==> src/rtl/timer_ctrl.sv <==
`default_nettype none
// +----------------------------------------------------------------------+
// | Module  : timer_ctrl                                                 |
// | Brief   : Button debounce, tick prescaler and run/pause/alarm FSM    |
// |           driving an asynchronous up/down BCD counter chain through  |
// |           clean INC_N / DEC_N / CNT_CLR pulses.                      |
// | Revision: 1.0 - initial release                                      |
// +----------------------------------------------------------------------+
module timer_ctrl #(
  parameter int TICK_DIV   = 50000000,
  parameter int DEB_CYCLES = 500000,
  parameter int PULSE_W    = 4
) (
  input  logic CLK,
  input  logic CLR,
  input  logic BTN_START,
  input  logic BTN_DIR,
  input  logic BTN_RST,
  input  logic AT_ZERO,
  input  logic AT_MAX,
  output logic INC_N,
  output logic DEC_N,
  output logic CNT_CLR,
  output logic RUN,
  output logic DIR_DOWN,
  output logic ALARM
);

  localparam int c_pre_w = (TICK_DIV   > 1) ? $clog2(TICK_DIV)   : 1;
  localparam int c_deb_w = (DEB_CYCLES > 1) ? $clog2(DEB_CYCLES) : 1;
  localparam int c_pw_w  = (PULSE_W    > 1) ? $clog2(PULSE_W)    : 1;
  localparam logic [c_pre_w-1:0] c_pre_last = c_pre_w'(TICK_DIV - 1);
  localparam logic [c_deb_w-1:0] c_deb_last = c_deb_w'(DEB_CYCLES - 1);
  localparam logic [c_pw_w-1:0]  c_pw_last  = c_pw_w'(PULSE_W - 1);

  typedef enum logic [1:0] {
    S_IDLE  = 2'd0,
    S_RUN   = 2'd1,
    S_PAUSE = 2'd2,
    S_ALARM = 2'd3
  } state_t;

  // bit 0 = start, bit 1 = direction, bit 2 = clear
  logic [2:0] w_btn;
  logic [2:0] w_deb;
  logic [2:0] r_deb_q;
  logic [2:0] w_ev;

  state_t r_state;
  state_t w_next;

  logic [c_pre_w-1:0] r_pre;
  logic               r_dir;
  logic               r_run;
  logic               r_alarm;

  logic               w_start;
  logic               w_direv;
  logic               w_rstev;
  logic               w_tick;
  logic               w_limit;
  logic               w_req_inc;
  logic               w_req_dec;
  logic               w_req_clr;
  logic               w_pre_clr;
  logic               w_pre_inc;
  logic               w_dir_tgl;

  logic               r_busy;
  logic [c_pw_w-1:0]  r_pcnt;
  logic               r_inc_n;
  logic               r_dec_n;
  logic               r_clr;

  assign w_btn = {BTN_RST, BTN_DIR, BTN_START};

  generate
    for (genvar i = 0; i < 3; i++) begin : g_deb
      logic               r_sync1;
      logic               r_sync2;
      logic               r_lvl;
      logic [c_deb_w-1:0] r_cnt;

      // Two-stage synchronizer, then accept a new level only after it has
      // been seen on DEB_CYCLES consecutive cycles.
      always_ff @(posedge CLK or posedge CLR) begin
        if (CLR) begin
          r_sync1 <= 1'b0;
          r_sync2 <= 1'b0;
          r_lvl   <= 1'b0;
          r_cnt   <= '0;
        end else begin
          r_sync1 <= w_btn[i];
          r_sync2 <= r_sync1;
          if (r_sync2 != r_lvl) begin
            if (r_cnt == c_deb_last) begin
              r_lvl <= r_sync2;
              r_cnt <= '0;
            end else begin
              r_cnt <= r_cnt + 1'b1;
            end
          end else begin
            r_cnt <= '0;
          end
        end
      end

      assign w_deb[i] = r_lvl;
    end
  endgenerate

  // Delayed debounced levels for single-cycle rising-edge events.
  always_ff @(posedge CLK or posedge CLR) begin
    if (CLR) r_deb_q <= 3'b000;
    else     r_deb_q <= w_deb;
  end

  assign w_ev    = w_deb & ~r_deb_q;
  assign w_start = w_ev[0];
  assign w_direv = w_ev[1];
  assign w_rstev = w_ev[2];
  assign w_tick  = (r_state == S_RUN) && (r_pre == c_pre_last);
  assign w_limit = r_dir ? AT_ZERO : AT_MAX;

  // State register.
  always_ff @(posedge CLK or posedge CLR) begin
    if (CLR) r_state <= S_IDLE;
    else     r_state <= w_next;
  end

  // Next state plus pulse / prescaler / direction requests.
  // In RUN the cycle that takes a START to PAUSE does not advance the
  // prescaler, so a resume continues from exactly the held value.
  always_comb begin
    w_next    = r_state;
    w_req_inc = 1'b0;
    w_req_dec = 1'b0;
    w_req_clr = 1'b0;
    w_pre_clr = 1'b0;
    w_pre_inc = 1'b0;
    w_dir_tgl = 1'b0;
    case (r_state)
      S_IDLE: begin
        if (w_rstev) begin
          w_req_clr = 1'b1;
        end else if (w_start) begin
          w_next    = S_RUN;
          w_pre_clr = 1'b1;
        end else if (w_direv) begin
          w_dir_tgl = 1'b1;
        end
      end
      S_RUN: begin
        if (w_tick) begin
          w_pre_clr = 1'b1;
          if (w_limit) begin
            w_next = S_ALARM;
          end else begin
            w_req_dec = r_dir;
            w_req_inc = ~r_dir;
            if (w_start) w_next = S_PAUSE;
          end
        end else if (w_start) begin
          w_next = S_PAUSE;
        end else begin
          w_pre_inc = 1'b1;
        end
      end
      S_PAUSE: begin
        if (w_rstev) begin
          w_req_clr = 1'b1;
          w_pre_clr = 1'b1;
          w_next    = S_IDLE;
        end else if (w_start) begin
          w_next = S_RUN;
        end else if (w_direv) begin
          w_dir_tgl = 1'b1;
        end
      end
      S_ALARM: begin
        if (w_rstev) begin
          w_req_clr = 1'b1;
          w_next    = S_IDLE;
        end else if (w_start || w_direv) begin
          w_next = S_IDLE;
        end
      end
      default: w_next = S_IDLE;
    endcase
  end

  // Tick prescaler, direction flag and registered status outputs.
  always_ff @(posedge CLK or posedge CLR) begin
    if (CLR) begin
      r_pre   <= '0;
      r_dir   <= 1'b1;
      r_run   <= 1'b0;
      r_alarm <= 1'b0;
    end else begin
      if (w_pre_clr)      r_pre <= '0;
      else if (w_pre_inc) r_pre <= r_pre + 1'b1;
      if (w_dir_tgl) r_dir <= ~r_dir;
      r_run   <= (w_next == S_RUN);
      r_alarm <= (w_next == S_ALARM);
    end
  end

  // Shared pulse engine: one pulse at a time, requests seen while busy are dropped.
  always_ff @(posedge CLK or posedge CLR) begin
    if (CLR) begin
      r_busy  <= 1'b0;
      r_pcnt  <= '0;
      r_inc_n <= 1'b1;
      r_dec_n <= 1'b1;
      r_clr   <= 1'b0;
    end else if (r_busy) begin
      if (r_pcnt == '0) begin
        r_busy  <= 1'b0;
        r_inc_n <= 1'b1;
        r_dec_n <= 1'b1;
        r_clr   <= 1'b0;
      end else begin
        r_pcnt <= r_pcnt - 1'b1;
      end
    end else if (w_req_inc || w_req_dec || w_req_clr) begin
      r_busy  <= 1'b1;
      r_pcnt  <= c_pw_last;
      r_inc_n <= ~w_req_inc;
      r_dec_n <= ~w_req_dec;
      r_clr   <= w_req_clr;
    end
  end

  assign INC_N    = r_inc_n;
  assign DEC_N    = r_dec_n;
  assign CNT_CLR  = r_clr;
  assign RUN      = r_run;
  assign DIR_DOWN = r_dir;
  assign ALARM    = r_alarm;

endmodule
`default_nettype wire

==> config.mk <==
export PLATFORM = sky130hd
export DESIGN_NAME = timer_ctrl
export DESIGN_NICKNAME = d
export VERILOG_FILES = /design/src/rtl/timer_ctrl.sv
export SDC_FILE = /design/constraint.sdc
export NUM_CORES = 1
export LEC_CHECK = 0
export ABC_AREA = 1
export CORE_ASPECT_RATIO = 2
export CORE_UTILIZATION = 45
export CTS_BUF_LIST = sky130_fd_sc_hd__clkbuf_4 sky130_fd_sc_hd__clkbuf_8 sky130_fd_sc_hd__clkbuf_16
export CTS_CLUSTER_DIAMETER = 40
export CTS_CLUSTER_SIZE = 40
export DETAILED_ROUTE_END_ITERATION = 12
export GPL_ROUTABILITY_DRIVEN = 0
export MAX_ROUTING_LAYER = met4
export PLACE_DENSITY = 0.59
export SETUP_SLACK_MARGIN = 0.5
export SYNTH_ARGS = -nofsm -noshare
export SYNTH_HDL_FRONTEND = slang
export SYNTH_SLANG_ARGS = --single-unit
==> constraint.sdc <==
create_clock -name CLK -period 4.2 [get_ports CLK]
set_input_delay 0.42 -clock CLK [delete_from_list [all_inputs] [get_ports CLK]]
set_output_delay 0.42 -clock CLK [all_outputs]
set_load 0.02 [all_outputs]
==> impl_metrics.tcl <==
set metrics [dict create \
    synth_top_cells_by_area "dfrtp_1 (43%), nand2_1 (11%), nor2_1 (7.5%), inv_1 (6.2%), nand3_1 (4.6%)" \
    tritoncts.num_buffers 9 \
    die_x_um 83.6 \
    grt_max_degree 39 \
    yosysWarnings 0 \
    drive_above_1_share 0.0778 \
    comb_power_share 0.030 \
    setup_violators_final 0 \
    wire_per_inst_um 16.2 \
    drtAntennaViolNets 0 \
    synthFlopType "dfrtp_1" \
    synth.top_cells.by_count "nand2_1 (173), nor2_1 (120), dfrtp_1 (103), inv_1 (99), nand3_1 (55)" \
    sequentialPowerShare 0.513 \
    post-synth-top-area-fraction 0.430 \
    gr-usage-all-layers 0.246 \
    ff2ff_path_depth 9 \
    global_route.overflow_total 0 \
    peakVddDrop_mv 0.242 \
    worst_slew_pin_slew_ns 0.738 \
    count_of_flip_flops_with_a_built_in_enable_after_synthesis 0 \
    coreArea_sq_mm 0.0130 \
    fin_skew_ns 0.00760 \
    fin_crit_ns 2.49 \
    synth.yosys.seq_area_share 0.443 \
    worst_skew_pair.late_latency_ns 0.34 \
    io_pins 13 \
    number_of_distinct_library_cells_after_synthesis 42 \
    detailed_place_hpwl_mm 11.9 \
    cts_root_buffer "clkbuf_16" \
    first_global_vias 5571 \
    ctsHtreeMaxLevel 3 \
    site_rows 59 \
    drc 0 \
    swShare 0.209 \
    crit_path_end "r_pre[21]$_DFFE_PP0P_" \
    critical_path.startpoint_type "register" \
    drt_first_iter_violations 350 \
    total_vias_in_the_final_route 5420 \
    syn-mean-instance-area_sq_um 7.60 \
    grt_antenna_before_repair 0 \
    critPathLaunch "r_pre[0]$_DFFE_PP0P_" \
    outcome "finished, final reports clean" \
    worst-endpoint-required_ns 4.42 \
    critPathArrivalTime_ns 2.72 \
    area_growth_pct 10.1 \
    floorplan.die.height_um 165 \
    post_cts_resize_count 0 \
    crit-reg2reg-capture "r_pre[21]$_DFFE_PP0P_" \
    clkSlewWorstSetupHoldPaths_ns 0.07 \
    design.final.nets 817 \
    cts_max_path_buffers 2 \
    path_class "register to register" \
    die-area_sq_mm 0.0138 \
    drv.max_cap_violation_count 0 \
    worst_setup_path_end_kind "register" \
    maximum_fanout_count_along_the_critical_path 25 \
    syn_nets 800 \
    clock-sinks 106 \
    cts_setup_buffers 0 \
    switching_power_uw 423 \
    post-synth-top-area-cell "dfrtp_1" \
    antennaDiodeCount 0 \
    fin_max_slew_vios 0 \
    yosys_register_bits 106 \
    total_leakage_power_uw 0.00284 \
    power_report.internal_total_uw 1600 \
    port_buffers 12 \
    maxSlewHeadroom 0.507 \
    worst_hold_path_type "register to register" \
    pwr-share-clk 0.457 \
    worstReg2RegStart "r_pre[0]$_DFFE_PP0P_" \
    synth_most_common_cell "nand2_1" \
    floorplan.initialDensity 0.461 \
    cellPowerDensity_mw_per_mm2 306 \
    dr.pass1.iters 5 \
    syn_inst 788 \
    setup_repair_after_global_routing_missed_its_margin "false" \
    fin_setup_tns_ns 0 \
    hold_viol_final 0 \
    totalPowerFinal_uw 2020 \
    regToRegSetupSlack_ns 1.71 \
    clock.fmax_mhz 401 \
    grt_pass1_wl_mm 26.0 \
    async_flop_share 1.00 \
    tcrit_tclk_final 0.594 \
    vias_per_cell 5.63 \
    mapped_cell_area_sq_mm 0.00599 \
    cts_tree "yes" \
    wl_final_mm 15.6 \
    hold_buffers 0 \
]
-- cells by family (layout without fill, tap and decap cells) --
group | count (synthesis) | in the layout | synth area share
fa+ha+maj | 5 | 5 | 0.0104
compound gates | 71 | 71 | 0.0737
flops | 106 | 106 | 0.443
mux | 1 | 1 | 0.00188
buf+inv | 111 | 133 | 0.0727
xor+xnor | 29 | 29 | 0.0424
simple gates | 465 | 465 | 0.356
-- power by group through the flow --
stage	combinational (uW)	sequential, uW	clock, uW
after detailed placement	62.1	1060	0
after global placement	60.6	1060	0
after global routing	70.2	1040	1000
after floorplan	39.5	1060	0
after CTS	61.9	1040	956
final	60.1	1040	924
-- through the flow --
step | instances | setup WS (ns) | utilization | instance area (sq um) | hold WS [ns]
2_1_floorplan | 788 | 0.996 | - | 5990 | 0.331
3_3_place_gp | 946 | 1.79 | 0.483 | 6270 | 0.333
3_5_place_dp | 946 | 1.71 | 0.483 | 6270 | 0.336
4_1_cts | 962 | 1.72 | 0.508 | 6600 | 0.353
5_1_grt | 962 | 1.51 | 0.508 | 6600 | 0.363
6_report | 962 | 1.71 | 0.508 | 6600 | 0.350
-- layer usage --
layer | track usage | vias up | part of all wire
li1 | - | 2607 | -
met3 | 0.0323 | 73 | 0.027
met2 | 0.454 | 139 | 0.55
met1 | 0.234 | 2601 | 0.36
met4 | 0.174 | 0 | 0.063
met5 | - | - | 0
-- cell type report --
cell class / instances / area [sq um]
fill: 1269 / 6390
timing repair buffer: 14 / 135
multi-input combinational: 571 / 2900
clock inverter: 4 / 75.1
inverter: 103 / 389
tap: 152 / 190
sequential: 106 / 2660
clock buffer: 12 / 254
-- layout by cell type (no fill, tap or decap), types with 2 or more instances in the layout --
master           Yosys  routed
o21ai_2              9       9
ha_1                 5       5
nand3_1             55      55
o21ai_1              3       3
clkinvlp_4           0       2
nand4_1             41      41
o21ai_0             20      20
nand3b_1             3       3
or2_2                3       3
a31oi_1              2       2
o31ai_1              2       2
a21oi_1             23      23
bufinv_16            0       2
a211oi_1             5       5
nor2_4               3       3
inv_2                3       3
xor2_1              25      25
clkbuf_4             0       2
inv_1               99      98
nand2_1            173     173
a31o_2               2       2
nand2_4              3       3
nor4_1               5       5
dfstp_2              3       3
nand3_2              3       3
nor3_1              37      37
xnor2_1              4       4
nand2_2              3       3
nor2_1             120     120
clkdlybuf4s50_1      0      12
buf_4                0       2
nor2_2               7       7
nor3b_1              6       6
dfrtp_1            103     103
clkbuf_16            0       9
-- how the worst min path moves through the flow --
stage | from | endpoint | slack, ns | cells after the start
2_1_floorplan | g_deb[0].r_sync1$_DFF_PP0_ | g_deb[0].r_sync2$_DFF_PP0_ | 0.33 | 0
3_3_place_gp | g_deb[2].r_sync1$_DFF_PP0_ | g_deb[2].r_sync2$_DFF_PP0_ | 0.33 | 0
3_5_place_dp | g_deb[2].r_sync1$_DFF_PP0_ | g_deb[2].r_sync2$_DFF_PP0_ | 0.34 | 0
4_1_cts | g_deb[2].r_sync1$_DFF_PP0_ | g_deb[2].r_sync2$_DFF_PP0_ | 0.35 | 0
5_1_grt | g_deb[0].r_sync1$_DFF_PP0_ | g_deb[0].r_sync2$_DFF_PP0_ | 0.36 | 0
6_report | g_deb[2].r_sync1$_DFF_PP0_ | g_deb[2].r_sync2$_DFF_PP0_ | 0.35 | 0
-- state kept, by name (all words and copies together) (netlist names) --
register / flops
g_deb.r_lvl: 3
CNT_CLR: 1
INC_N: 1
RUN: 1
g_deb.r_sync1: 3
g_deb.r_sync2: 3
g_deb.r_cnt: 57
DEC_N: 1
ALARM: 1
r_state: 2
r_busy: 1
DIR_DOWN: 1
r_deb_q: 3
r_pcnt: 2
r_pre: 26
-- worst max-delay path: stages, from the launching register on --
cell	delay, ns
dfrtp_1	0.43
ha_1	0.30
nand2_2	0.16
nor2_8	0.06
nand2_1	0.11
nor2_4	0.06
a21oi_4	0.59
nand2_4	0.32
inv_2	0.23
o21ai_0	0.11
Note: power is estimated with default switching activity, not from simulation.
